[src/rtl/sdr_toggle_responder.sv]
// -----------------------------------------------------------------------------
// sdr_toggle_responder
//
// Memory-side responder for the sdr_req/sdr_ack toggle handshake used by the
// video fetch clients. A request is pending while sdr_req != sdr_ack. Each
// request becomes one command on a valid/ready SDRAM controller port. Read data
// is returned on sdr_dout. The request completes when sdr_ack toggles.
//
// Optional feature: define SDR_RESP_PREFETCH_EN to enable speculative
// next-word prefetch. Without it the block is the plain IDLE/ISSUE/WAIT FSM.
//
// Ports
//   CLK_96M     in   single clock, rising edge
//   RESET_N     in   asynchronous active-low reset
//   sdr_req     in   client request toggle
//   sdr_ack     out  completion toggle
//   sdr_addr    in   word address [ADDR_W:1], latched at request detect
//   sdr_wr_sel  in   byte write enables, 2'b00 = read
//   sdr_din     in   write data
//   sdr_dout    out  read data (16'hFFFF after a timed-out read)
//   mem_req     out  command valid, held until mem_ready
//   mem_ready   in   command accepted on an edge with mem_req & mem_ready
//   mem_addr    out  command word address
//   mem_we      out  1 = write
//   mem_be      out  byte enables (2'b11 for reads)
//   mem_wdata   out  write data
//   mem_rvalid  in   read data strobe, one per accepted read
//   mem_rdata   in   read data
//   busy        out  high whenever the FSM is not IDLE
//   timeout     out  one-cycle pulse on a forced read completion
// -----------------------------------------------------------------------------
module sdr_toggle_responder #(
    parameter int ADDR_W      = 24,
    parameter int TIMEOUT_CYC = 255
) (
    input  logic              CLK_96M,
    input  logic              RESET_N,
    input  logic              sdr_req,
    output logic              sdr_ack,
    input  logic [ADDR_W:1]   sdr_addr,
    input  logic [1:0]        sdr_wr_sel,
    input  logic [15:0]       sdr_din,
    output logic [15:0]       sdr_dout,
    output logic              mem_req,
    input  logic              mem_ready,
    output logic [ADDR_W:1]   mem_addr,
    output logic              mem_we,
    output logic [1:0]        mem_be,
    output logic [15:0]       mem_wdata,
    input  logic              mem_rvalid,
    input  logic [15:0]       mem_rdata,
    output logic              busy,
    output logic              timeout
);

    localparam logic [2:0] S_IDLE     = 3'd0;
    localparam logic [2:0] S_ISSUE    = 3'd1;
    localparam logic [2:0] S_WAIT     = 3'd2;
`ifdef SDR_RESP_PREFETCH_EN
    localparam logic [2:0] S_PF_ISSUE = 3'd3;
    localparam logic [2:0] S_PF_WAIT  = 3'd4;
    localparam logic [2:0] S_HIT      = 3'd5;
`endif

    // Last counter value before a forced completion; the counter starts at 0
    // on the accept edge, so completion lands TIMEOUT_CYC edges after accept.
    localparam logic [7:0] TO_LAST = 8'(TIMEOUT_CYC - 1);

    logic [2:0] state;
    logic [7:0] wait_cnt;
    logic       pending;

`ifdef SDR_RESP_PREFETCH_EN
    logic              pf_valid;
    logic              pf_pend;   // a read just completed; prefetch A+1 if idle
    logic [ADDR_W:1]   pf_addr;
    logic [15:0]       pf_data;
`endif

    assign pending = (sdr_req != sdr_ack);
    assign busy    = (state != S_IDLE);

    // NOTE: every register here is a single flop (no memory arrays), so all of
    // them are cleared by the async reset; state updates use non-blocking <=
    // so every branch sees the pre-edge values.
    always_ff @(posedge CLK_96M or negedge RESET_N) begin
        if (!RESET_N) begin
            state     <= S_IDLE;
            wait_cnt  <= 8'd0;
            sdr_ack   <= 1'b0;
            sdr_dout  <= 16'd0;
            mem_req   <= 1'b0;
            mem_addr  <= '0;
            mem_we    <= 1'b0;
            mem_be    <= 2'b00;
            mem_wdata <= 16'd0;
            timeout   <= 1'b0;
`ifdef SDR_RESP_PREFETCH_EN
            pf_valid  <= 1'b0;
            pf_pend   <= 1'b0;
            pf_addr   <= '0;
            pf_data   <= 16'd0;
`endif
        end else begin
            timeout <= 1'b0;
            case (state)
                S_IDLE: begin
                    if (pending) begin
                        // Latch the client command; later client changes are ignored.
                        mem_addr  <= sdr_addr;
                        mem_we    <= |sdr_wr_sel;
                        mem_be    <= (sdr_wr_sel == 2'b00) ? 2'b11 : sdr_wr_sel;
                        mem_wdata <= sdr_din;
`ifdef SDR_RESP_PREFETCH_EN
                        pf_pend   <= 1'b0;
                        if (sdr_wr_sel == 2'b00 && pf_valid && sdr_addr == pf_addr) begin
                            state <= S_HIT;
                        end else begin
                            if (sdr_wr_sel != 2'b00 && sdr_addr == pf_addr)
                                pf_valid <= 1'b0;
                            mem_req <= 1'b1;
                            state   <= S_ISSUE;
                        end
`else
                        mem_req   <= 1'b1;
                        state     <= S_ISSUE;
`endif
                    end
`ifdef SDR_RESP_PREFETCH_EN
                    else if (pf_pend) begin
                        // mem_addr still holds the last read address; +1 wraps.
                        pf_pend  <= 1'b0;
                        mem_addr <= mem_addr + ADDR_W'(1);
                        mem_we   <= 1'b0;
                        mem_be   <= 2'b11;
                        mem_req  <= 1'b1;
                        state    <= S_PF_ISSUE;
                    end
`endif
                end

                S_ISSUE: begin
                    if (mem_ready) begin
                        mem_req  <= 1'b0;
                        wait_cnt <= 8'd0;
                        if (mem_we) begin
                            // Toggle rather than copy sdr_req so a second,
                            // early toggle stays pending as a new request.
                            sdr_ack <= ~sdr_ack;
                            state   <= S_IDLE;
                        end else begin
                            state   <= S_WAIT;
                        end
                    end
                end

                S_WAIT: begin
                    if (mem_rvalid) begin
                        sdr_dout <= mem_rdata;
                        sdr_ack  <= ~sdr_ack;
                        state    <= S_IDLE;
`ifdef SDR_RESP_PREFETCH_EN
                        pf_pend  <= 1'b1;
`endif
                    end else if (wait_cnt == TO_LAST) begin
                        sdr_dout <= 16'hFFFF;
                        sdr_ack  <= ~sdr_ack;
                        timeout  <= 1'b1;
                        state    <= S_IDLE;
                    end else begin
                        wait_cnt <= wait_cnt + 8'd1;
                    end
                end

`ifdef SDR_RESP_PREFETCH_EN
                S_HIT: begin
                    sdr_dout <= pf_data;
                    sdr_ack  <= ~sdr_ack;
                    pf_pend  <= 1'b1;
                    state    <= S_IDLE;
                end

                S_PF_ISSUE: begin
                    if (mem_ready) begin
                        mem_req  <= 1'b0;
                        wait_cnt <= 8'd0;
                        state    <= S_PF_WAIT;
                    end
                end

                S_PF_WAIT: begin
                    if (mem_rvalid) begin
                        pf_data  <= mem_rdata;
                        pf_addr  <= mem_addr;
                        pf_valid <= 1'b1;
                        state    <= S_IDLE;
                    end else if (wait_cnt == TO_LAST) begin
                        // Speculative read lost: drop the buffer quietly.
                        pf_valid <= 1'b0;
                        state    <= S_IDLE;
                    end else begin
                        wait_cnt <= wait_cnt + 8'd1;
                    end
                end
`endif

                default: state <= S_IDLE;
            endcase
        end
    end

endmodule
[config.mk]
export PLATFORM = sky130hd
export DESIGN_NAME = sdr_toggle_responder
export DESIGN_NICKNAME = d
export VERILOG_FILES = /design/src/rtl/sdr_toggle_responder.sv
export SDC_FILE = /design/constraint.sdc
export NUM_CORES = 1
export LEC_CHECK = 0
export BUFFER_PORTS_ARGS = -buffer_cell sky130_fd_sc_hd__buf_2
export CAP_MARGIN = 20
export CORE_MARGIN = 8
export CORE_UTILIZATION = 41
export CTS_BUF_LIST = sky130_fd_sc_hd__clkbuf_8 sky130_fd_sc_hd__clkbuf_16
export CTS_CLUSTER_SIZE = 8
export DETAILED_ROUTE_END_ITERATION = 6
export GPL_ROUTABILITY_DRIVEN = 0
export GPL_TIMING_DRIVEN = 0
export HOLD_SLACK_MARGIN = 0.05
export PLACE_DENSITY_LB_ADDON = 0.05
export SKIP_CTS_REPAIR_TIMING = 1
export SYNTH_ARGS = -nofsm -noshare
export SYNTH_HDL_FRONTEND = slang
export SYNTH_SLANG_ARGS = --single-unit
export TNS_END_PERCENT = 50
[constraint.sdc]
create_clock -name CLK_96M -period 2.6 [get_ports CLK_96M]
set_clock_uncertainty 0.1 [all_clocks]
set_input_delay 0.26 -clock CLK_96M [delete_from_list [all_inputs] [get_ports CLK_96M]]
set_output_delay 0.26 -clock CLK_96M [all_outputs]
set_load 0.01 [all_outputs]
==> summary.txt, run 1 <==
STA
  – Final Critical Period: 1991 ps
  – Worst slew margin: 67.02%
  – Ratio of final minimum period to clock period: 76.59%
  – Worst-Margin Slew: 492.9 ps
  – Setup violators final: 0
  – Pins Over Slew Limit: 0
  – Final Hold Violating Endpoints: 0
  – Final setup TNS: 0 ps
  – Fmax: 0.5021 GHz
  – RSZ-0062 raised after global routing: false

Finish
  – Multi-input gate area: 974.7 sq um
  – Nets@finish: 438
  – FF+latch area: 0.001802 sq mm
  – Post-route cell area: 0.004187 sq mm
  – Share of layout cells above drive strength 1: 51.32%
  – Final Util: 61.62%
  – N_diodes: 0
  – Area delta synth->final: 46.05%
  – FILL cells: 537

Global routing
  – Vias in the first global route: 2124
  – Total track usage: 13.48%
  – Initial antenna violation count: 0
  – Largest net degree at the start of global routing: 39
  – Remaining Overflow, GRT: 0
  – First-pass GRT wire length: 10.64 mm

Yosys
  – Seq cells post-synth: 72
  – Post-Synthesis Cells: 204
  – Post-synthesis sequential area ratio: 62.85%
  – Unique masters post-synth: 34
  – Top FF cell, synth: dfrtp_1
  – Post-synth EDFFs: 0
  – Syn Std Cell Area: 0.002866 sq mm
  – Yosys warns: 0
  – Syn_nets: 269
  – Synth area leaders: dfrtp_1, mux2_2, o22a_1
  – Syn_area_per_cell: 14.05 sq um
  – Area leader, netlist: dfrtp_1
  – Synth top area share: 62.85%
  – Async SR Flop Fraction: 100.0%

CTS
  – Clock Tree Root: clkbuf_8
  – Clock Sinks: 72
  – TritonCTS buffer count: 9
  – CTS tree: yes
  – Worst skew pair latency: 330 ps
  – Clock slew at reported path FFs: 80 ps
  – CTS Buffer Depth: 2
  – H-tree depth: 3

Critical path
  – Critical path class: reg -> reg
  – Buffer and inverter count on the worst path: 2
  – Max stage delay cell, worst path: or4_1
  – Arrival time at the worst endpoint: 2160 ps
  – Crit-path cells: inv_1, ha_1, and3_4, a211o_1, buf_6, or4_1, nand3_1
  – Crit path max-delay family: simple AND/OR/NAND/NOR gates
  – CP startpoint kind: register
  – Worst EP required: 2770 ps
  – Worst-path maximum fanout: 9
  – Delay of the slowest critical-path stage: 460 ps
  – Critical path capture point type: register

Route
  – Detail Route Antenna Nets: 0
  – Drt total wl: 7.228 mm
  – Post-route DRC violation count: 0
  – WL/cell: 15.25 microns
  – Vias per std cell: 4.774
  – Vias: 2263
  – Iter 0 DRT Violations: 46
  – TritonRoute pass-1 iters: 5

Placed design
  – Port Buffers: 125
  – HPWL after DPL: 5.266 mm
  – Placed Instance Area: 0.003635 sq mm

Power and ir drop
  – Total power draw: 4.943 mW
  – VDD IR max: 545.9 uV
  – PwrDens: 1181 mW/mm^2
  – Pleak: 2.000 nW

Outcome
  – Status: complete, no violations

Floorplan
  – I/O Pins: 126
  – Die Span Y: 99.62 microns
  – Initial Util: 42.19%
  – Row cnt: 30
  – DIE AREA: 0.009923 sq mm
  – Core area: 0.006794 sq mm
  – Die width: 99.62 microns

Flow run
  – Max cap viols: 0

Min path
  – Hold crit path type: in -> reg
-- cells in the mapped netlist, drive strengths merged (3+ instances only) --
cell type  instances
o211ai             4
inv                5
a21oi              3
nand2b             3
buf                8
dfrtp             72
nand2              7
o21ai              9
mux2              41
o22a              16
nand3              7
-- area by class of cell --
| class | instances | share of cell area, % |
|---|---|---|
| sequential | 72 | 43.04 |
| timing repair buffer | 158 | 23.13 |
| clock inverter | 5 | 1.913 |
| multi-input combinational | 117 | 23.28 |
| clock buffer | 11 | 3.616 |
| buffer | 10 | 1.704 |
| inverter | 5 | 0.4483 |
| tap | 96 | 2.869 |
-- through the flow --
step,hold slack [ps],setup WS (ps),std cells
3_5_place_dp,147.1,616.4,426
3_3_place_gp,359.1,625.1,425
4_1_cts,-221.6,593.9,442
2_1_floorplan,-135.6,711.6,204
5_1_grt,50.27,478.0,474
6_report,38.46,608.5,474
-- power by group --
part           total [mW]  leakage (nW)  internal [mW]  switching [mW]
logic                2.04          1.03           1.09           0.953
clock network       0.995         0.117          0.591           0.403
registers            1.91         0.856           1.65           0.260
total                4.94          2.00           3.33            1.62
-- state kept, by name, indices dropped and copies added (netlist names) --
| register | cells |
|---|---|
| mem_addr | 24 |
| mem_req | 1 |
| mem_be | 2 |
| sdr_dout | 16 |
| timeout | 1 |
| state | 2 |
| wait_cnt | 8 |
| mem_wdata | 16 |
| mem_we | 1 |
| sdr_ack | 1 |
-- per-layer routing --
layer  track usage (%)  up-vias  routed length [microns]
met2             20.76       87                     3439
met4             5.937        0                       81
met1             16.19     1087                     3090
met5                 0        -                        0
li1                  -     1080                        -
met3             5.447        9                      616
-- worst paths after layout --
kind / from / endpoint / slack, ps / depth (start not counted)
worst max-delay path: wait_cnt[0] / wait_cnt[5] / 610 / 7
worst min register to register: mem_req / mem_req / 380 / 2
min in group asynchronous: RESET_N / sdr_dout[14] / 320 / 2
worst max register to register: wait_cnt[0] / wait_cnt[5] / 610 / 7
worst min-delay path: mem_rdata[0] / sdr_dout[0] / 40 / 2
max in group asynchronous: RESET_N / mem_addr[2] / 1520 / 3
-- layout by cell type (no fill, tap or decap), types with 2 or more instances in the layout --
cell,netlist,layout
o22a_1,16,16
bufinv_16,0,2
ha_1,2,2
nor3_1,2,2
nor2b_1,2,2
dfrtp_1,72,72
a21oi_1,3,3
buf_6,3,3
xor2_1,2,2
buf_4,2,3
nand2_1,7,7
nor2_1,2,2
clkbuf_1,2,2
inv_1,5,6
clkbuf_8,0,11
dlygate4sd3_1,0,32
buf_2,3,127
or2_2,2,2
o21ai_0,9,9
mux2_2,41,41
o211ai_1,4,4
nand2b_1,3,3
o31ai_1,2,2
nand3_1,7,7
-- kinds of logic (layout without fill, tap and decap cells) --
logic type	Yosys count	count (layout)	synth area share [%]
DFF	72	72	62.85
and+or+nand+nor	31	31	5.980
AOI/OAI and AO/OA	41	41	10.43
buffers and inverters	15	189	3.143
xor gates and xnor gates	2	2	0.6112
adders and majority gates	2	2	0.8728
muxes	41	41	16.11
Power figures use the tool's default switching activity.
==> inputs of run 2 (changes only) <==
--- a/config.mk
+++ b/config.mk
@@ -5,6 +5,7 @@
 export SDC_FILE = /design/constraint.sdc
 export NUM_CORES = 1
 export LEC_CHECK = 0
+export ABC_AREA = 1
 export BUFFER_PORTS_ARGS = -buffer_cell sky130_fd_sc_hd__buf_2
 export CAP_MARGIN = 20
 export CORE_MARGIN = 8
==> constraint.sdc (replaced) <==
create_clock -name CLK_96M -period 2.1 [get_ports CLK_96M]
set_clock_uncertainty 0.1 [all_clocks]
set_input_delay 0.21 -clock CLK_96M [delete_from_list [all_inputs] [get_ports CLK_96M]]
set_output_delay 0.21 -clock CLK_96M [all_outputs]
set_load 0.01 [all_outputs]
==> run 2 against run 1 <==
  * Clock power is 36% higher
  * Final cell count is 40% higher
  * Combinational power is 30% higher
  * Count of clock-buffer cells in the layout decreased by 1
  * Critical endpoint is now mem_we
==> summary.txt, run 2 <==
CTS
  – Worst skew pair latency: 330 ps (about the same)
  – CTS tree: yes
  – Clock slew at reported path FFs: 70 ps (about the same)
  – Clock Sinks: 72 (unchanged)
  – Clock Tree Root: clkbuf_8
  – CTS Buffer Depth: 2 (unchanged)
  – TritonCTS buffer count: 9 (unchanged)
  – H-tree depth: 3 (unchanged)

Finish
  – Biggest regs: mem_addr x24, mem_wdata x16, sdr_dout x16
  – Largest register FFs: 24 (unchanged)
  – Nets@finish: 623 (+42%)
  – N_diodes: 0 (unchanged)
  – Area delta synth->final: 52.80%
  – Commonest non-fill, non-tap cell in the layout: nand2_1
  – Share of layout cells above drive strength 1: 31.62% (-20 points)
  – Commonest non-fill, non-tap cells in the layout: nand2_1, buf_2, dfrtp_1, dlygate4sd3_1, inv_1
  – Post-route cell area: 0.004703 sq mm (+12%)
  – Biggest register: mem_addr

STA
  – Final Critical Period: 1761 ps (-230.4 ps)
  – Pins Over Slew Limit: 0 (unchanged)
  – RSZ-0062 raised after global routing: false
  – Fmax: 0.5678 GHz (+13%)
  – Worst-Margin Slew: 452.6 ps (-40.30 ps)
  – Worst slew margin: 69.83% (+2.8 points)
  – Final setup TNS: 0 ps (unchanged)
  – Setup violators final: 0 (unchanged)
  – Ratio of final minimum period to clock period: 83.86% (+7.3 points)
  – Final Hold Violating Endpoints: 0 (unchanged)

Global routing
  – Total track usage: 15.79% (+2.3 points)
  – Remaining Overflow, GRT: 0 (unchanged)
  – Initial antenna violation count: 0 (unchanged)
  – Largest net degree at the start of global routing: 40 (+2.6%)
  – First-pass GRT wire length: 12.81 mm (+20%)
  – Vias in the first global route: 2685 (+26%)

Route
  – WL/cell: 13.13 microns (-14%)
  – TritonRoute pass-1 iters: 4 (-1)
  – Vias per std cell: 4.376 (-8.3%)
  – Vias: 2897 (+28%)
  – Post-route DRC violation count: 0 (unchanged)
  – Detail Route Antenna Nets: 0 (unchanged)
  – Iter 0 DRT Violations: 110 (+140%)
  – Drt total wl: 8.690 mm (+20%)

Critical path
  – Buffer and inverter count on the worst path: 1 (-1)
  – Crit-path cells: or2_1, nand2_1, nor2_4, o21ai_0, dlygate4sd3_1, o21ai_0
  – Worst reg-to-reg setup slack: 340 ps (-270 ps)
  – Delay of the slowest critical-path stage: 560 ps (+100 ps)
  – Crit path max-delay family: buffers and inverters
  – Critical path capture point type: register
  – Arrival time at the worst endpoint: 1880 ps (-280 ps)
  – Worst-path maximum fanout: 9 (unchanged)
  – Crit-path most repeated cell: o21ai_0
  – Max stage delay cell, worst path: dlygate4sd3_1
  – Worst EP required: 2210 ps (-560 ps)
  – Critical path class: reg -> reg
  – CP startpoint kind: register

Power and ir drop
  – PwrDens: 1343 mW/mm^2 (+14%)
  – VDD IR max: 768.4 uV (+41%)
  – Pleak: 2.621 nW (+31%)

Floorplan
  – DIE AREA: 0.01054 sq mm (+6.2%)
  – Row cnt: 31 (+3.3%)
  – I/O Pins: 126 (unchanged)
  – Initial Util: 42.44% (+0.24 points)
  – Die Span Y: 102.6 microns (+3.0%)
  – Die width: 102.6 microns (+3.0%)
  – Core area: 0.007253 sq mm (+6.8%)

Placed design
  – Port Buffers: 125 (unchanged)
  – Placed Instance Area: 0.003850 sq mm (+5.9%)
  – HPWL after DPL: 5.914 mm (+12%)

Min path
  – Hold crit path type: in -> reg

Yosys
  – Top FF cell, synth: dfrtp_1
  – Unique masters post-synth: 22 (-35%)
  – Area leader, netlist: dfrtp_1
  – Syn_nets: 426 (+58%)
  – Yosys warns: 0 (unchanged)
  – Synth top area share: 58.54% (-4.3 points)
  – Async SR Flop Fraction: 100.0% (unchanged)
  – Post-synth EDFFs: 0 (unchanged)
  – Syn Std Cell Area: 0.003078 sq mm (+7.4%)
  – Syn_area_per_cell: 8.526 sq um (-39%)
  – Post-Synthesis Cells: 361 (+77%)
  – Synth area leaders: dfrtp_1, nand2_1, inv_1
  – Synth cell count leaders: nand2_1, dfrtp_1, inv_1
  – Seq cells post-synth: 72 (unchanged)
  – Most frequent cell after synthesis: nand2_1
  – Post-synthesis sequential area ratio: 58.54% (-4.3 points)

Outcome
  – Status: complete, no violations

Flow run
  – Max cap viols: 0 (unchanged)
[run 2: final timing paths]
path,startpoint,endpoint,cells past startpoint
worst min register to register,mem_be[0],mem_be[0],2
worst min-delay path,mem_rdata[14],sdr_dout[14],3
worst max register to register,sdr_ack,mem_we,6
min in group asynchronous,RESET_N,wait_cnt[7],2
max in group asynchronous,RESET_N,mem_wdata[14],3
worst max-delay path,sdr_ack,mem_we,6
[run 2: layout make-up]
| type | instances | area (sq um) |
|---|---|---|
| clock inverter | 6 | 115.1 |
| fill | 632 | 2550 |
| clock buffer | 10 | 137.6 |
| multi-input combinational | 242 | 1067 |
| timing repair buffer | 186 | 1249 |
| tap | 99 | 123.9 |
| buffer | 11 | 73.82 |
| sequential | 72 | 1802 |
| inverter | 36 | 135.1 |
[run 2: tightest hold or removal path, delay by kind of cell]
family	cells	cell delay, ps
compound gates	1	100
buf+inv	1	80
simple gates	1	40
[run 2: power by group]
part / internal (mW) / total [mW] / leakage, nW / switching [mW]
logic: 1.05 / 2.65 / 1.62 / 1.59
registers: 2.00 / 2.32 / 0.874 / 0.315
clock network: 0.828 / 1.35 / 0.123 / 0.526
[run 2: logic make-up after synthesis]
| family | synth area share, % |
|---|---|
| AOI/OAI and AO/OA | 5.528 |
| adders and majority gates | 0.8129 |
| buffers and inverters | 6.789 |
| DFF | 58.54 |
| and+or+nand+nor | 28.33 |
[run 2: per-stage QoR]
step	hold WS, ps	instances	util, %	total power, mW	worst slack (ps)
after CTS	-294.4	602	56.56	6.316	469.1
final	32.41	662	64.84	6.318	338.9
after floorplan	-185.6	361	-	3.846	659.9
after global placement	305.6	585	52.77	4.832	231.7
after detailed placement	88.10	586	53.08	4.917	480.0
after global routing	50.09	662	64.84	6.878	222.3
[run 2: routing by layer]
layer,routed length [microns],GRT usage [%],vias to the layer above
met3,804,8.238,12
li1,-,-,1487
met5,0,0,-
met4,116,5.530,0
met1,3610,18.65,1304
met2,4158,24.03,94
==> inputs of run 3 (changes only) <==
--- a/config.mk
+++ b/config.mk
@@ -5,7 +5,7 @@
 export SDC_FILE = /design/constraint.sdc
 export NUM_CORES = 1
 export LEC_CHECK = 0
-export ABC_AREA = 1
+export ABC_AREA = 0
 export BUFFER_PORTS_ARGS = -buffer_cell sky130_fd_sc_hd__buf_2
 export CAP_MARGIN = 20
 export CORE_MARGIN = 8
==> constraint.sdc (replaced) <==
create_clock -name CLK_96M -period 1.4 [get_ports CLK_96M]
set_clock_uncertainty 0.1 [all_clocks]
set_input_delay 0.14 -clock CLK_96M [delete_from_list [all_inputs] [get_ports CLK_96M]]
set_output_delay 0.14 -clock CLK_96M [all_outputs]
set_load 0.01 [all_outputs]
==> run 3 against run 2 <==
  * The flow now finishes with violations (setup timing)
  * Critical path depth is the same
  * Design area grew 2.4%
  * Register-to-register slack lost 720 ps
  * Count of clock-buffer cells in the layout is the same
  * Sequential share of layout area shrank 0.79 points
  * Via count shrank 14%
  * Setup slack lost 720 ps
  * Worst hold slack gained 40 ps
  * Highest routed layer unchanged
==> summary.txt, run 3 (synthesis gave the netlist of run 1 again) <==
Outcome
  – Status: complete, but fails checks
  – Failing checks: setup timing

Power and ir drop
  – VDD IR max: 1412 uV (+84%)
  – PwrDens: 2071 mW/mm^2 (+54%)
  – Combinational Power Share: 48.2% (+6.3 points)
  – Net Sw Frac: 33.04% (-5.5 points)
  – Pint: 6.679 mW (+72%)
  – Clock share of power: 16.2% (-5.2 points)
  – Flop pwr share: 35.6% (-1.1 points)
  – P_sw: 3.296 mW (+35%)
  – Pleak: 2.276 nW (-13%)

Global routing
  – Initial antenna violation count: 0 (unchanged)
  – Vias in the first global route: 2163 (-19%)
  – Total track usage: 13.82% (-2.0 points)
  – Largest net degree at the start of global routing: 56 (+40%)
  – First-pass GRT wire length: 11.00 mm (-14%)
  – Remaining Overflow, GRT: 0 (unchanged)

Critical path
  – Worst-path maximum fanout: 9 (unchanged)
  – Delay of the slowest critical-path stage: 450 ps (-110 ps)
  – Worst EP required: 1570 ps (-640 ps)
  – CP startpoint kind: register
  – Critical path capture point type: register
  – Arrival time at the worst endpoint: 1950 ps (+70 ps)
  – Crit-path cells: ha_4, and3_4, a211o_1, buf_6, or4_1, nand3_1
  – Critical path class: reg -> reg
  – Max stage delay cell, worst path: dfrtp_2

Finish
  – Biggest regs: mem_addr x24, mem_wdata x16, sdr_dout x16
  – Post-route insts no fill: 523 (-21%)
  – Nets@finish: 486 (-22%)
  – Share of layout cells above drive strength 1: 55.40% (+24 points)
  – Area delta synth->final: 68.01%
  – Largest register FFs: 24 (unchanged)
  – Commonest non-fill, non-tap cells in the layout: buf_2, dfrtp_1, dlygate4sd3_1, mux2_2, o22a_1
  – Commonest non-fill, non-tap cell in the layout: buf_2
  – Biggest register: mem_addr
  – FILL cells: 495 (-22%)

CTS
  – Worst skew pair latency: 330 ps (about the same)
  – Clock Tree Root: clkbuf_8
  – CTS Buffer Depth: 2 (unchanged)
  – Clock Sinks: 72 (unchanged)
  – CTS tree: yes
  – H-tree depth: 3 (unchanged)
  – TritonCTS buffer count: 9 (unchanged)
  – Clock slew at reported path FFs: 70 ps (about the same)

Placed design
  – Dpl cells: 426 (-27%)
  – Port Buffers: 125 (unchanged)
  – HPWL after DPL: 5.237 mm (-11%)

STA
  – Final worst-path setup slack: -382.7 ps (-721.6 ps)
  – Final Hold Violating Endpoints: 0 (unchanged)
  – Ratio of final minimum period to clock period: 127.3% (+43 points)
  – Worst slew margin: 79.59% (+9.8 points)
  – Pins Over Slew Limit: 0 (unchanged)
  – RSZ-0062 raised after global routing: true
  – Final Critical Period: 1783 ps (+21.63 ps)
  – Worst-Margin Slew: 305.3 ps (-147.3 ps)
  – Hold Slack: 72.15 ps (+39.74 ps)
  – Fmax: 0.5609 GHz (-1.2%)
  – Setup violators final: 70 (+70)

Floorplan
  – Die width: 99.62 microns (-3.0%)
  – Core area: 0.006794 sq mm (-6.3%)
  – Row cnt: 30 (-3.2%)
  – Die Span Y: 99.62 microns (-3.0%)
  – Initial Util: 42.19% (-0.24 points)
  – DIE AREA: 0.009923 sq mm (-5.8%)
  – I/O Pins: 126 (unchanged)

Route
  – TritonRoute pass-1 iters: 4 (unchanged)
  – WL/cell: 15.59 microns (+19%)
  – Post-route DRC violation count: 0 (unchanged)
  – Vias: 2487 (-14%)
  – Detail Route Antenna Nets: 0 (unchanged)
  – Iter 0 DRT Violations: 46 (-58%)
  – Drt total wl: 8.156 mm (-6.1%)
  – Vias per std cell: 4.755 (+8.7%)

Flow run
  – Max cap viols: 0 (unchanged)

Min path
  – Hold crit path type: in -> reg
==> run 3: layout make-up <==
cell class                      instances  area (sq um)  share of cell area (%)
Sequential cell                        72          1807                   37.52
Timing Repair Buffer                  207          1494                   31.02
Multi-Input combinational cell        117          1066                   22.14
Clock buffer                           10         137.6                   2.858
Tap cell                               96         120.1                   2.494
Buffer                                  9         110.1                   2.286
Clock inverter                          6         60.06                   1.247
Inverter                                5         18.77                  0.3897
Antenna cell                            1         2.502                 0.05196
==> run 3: worst paths after layout <==
check,start,to,slack (ps),cells after the start
worst min register to register,mem_be[1],mem_be[1],390,2
worst max register to register,wait_cnt[1],wait_cnt[5],-380,6
min in group asynchronous,RESET_N,mem_addr[5],150,2
worst max-delay path,wait_cnt[1],wait_cnt[5],-380,6
max in group asynchronous,RESET_N,wait_cnt[0],480,3
worst min-delay path,mem_ready,wait_cnt[5],70,4
==> run 3: power groups by stage <==
stage,clock network [mW],logic [mW],registers (mW)
after global routing,1.75,5.18,3.67
final,1.62,4.81,3.55
after floorplan,0,1.94,4.02
after CTS,1.68,3.90,3.53
after global placement,0,3.84,3.53
after detailed placement,0,3.91,3.57
==> run 3: per-stage QoR <==
stage | setup slack, ps | total power [mW] | setup TNS [ps] | util [%] | cell area, sq um
floorplan | -368.3 | 5.960 | -8743 | - | 2897
global placement | -448.3 | 7.373 | -39830 | 53.61 | 3642
detailed placement | -471.6 | 7.475 | -16250 | 54.05 | 3672
CTS | -473.2 | 9.113 | -16330 | 56.96 | 3870
global route | -426.1 | 10.60 | -16310 | 70.85 | 4813
finish | -382.7 | 9.975 | -13230 | 70.88 | 4816
==> run 3: worst max-delay path, delay by kind of cell, from the launching register on <==
kind                     cells  cell delay [ps]
buffers and inverters        1              140
adder cells (fa/ha/maj)      1              160
flip-flops                   1              450
AND/OR/NAND/NOR              3              610
AO/OA/AOI/OAI                1              260
==> run 3: routing by layer <==
layer  vias to the layer above  track usage [%]  wire length, microns
met2                        92            21.90                  4111
met1                      1208            16.70                  3368
li1                       1177                -                     -
met4                         0            5.239                    81
met5                         -                0                     0
met3                        10            5.098                   595
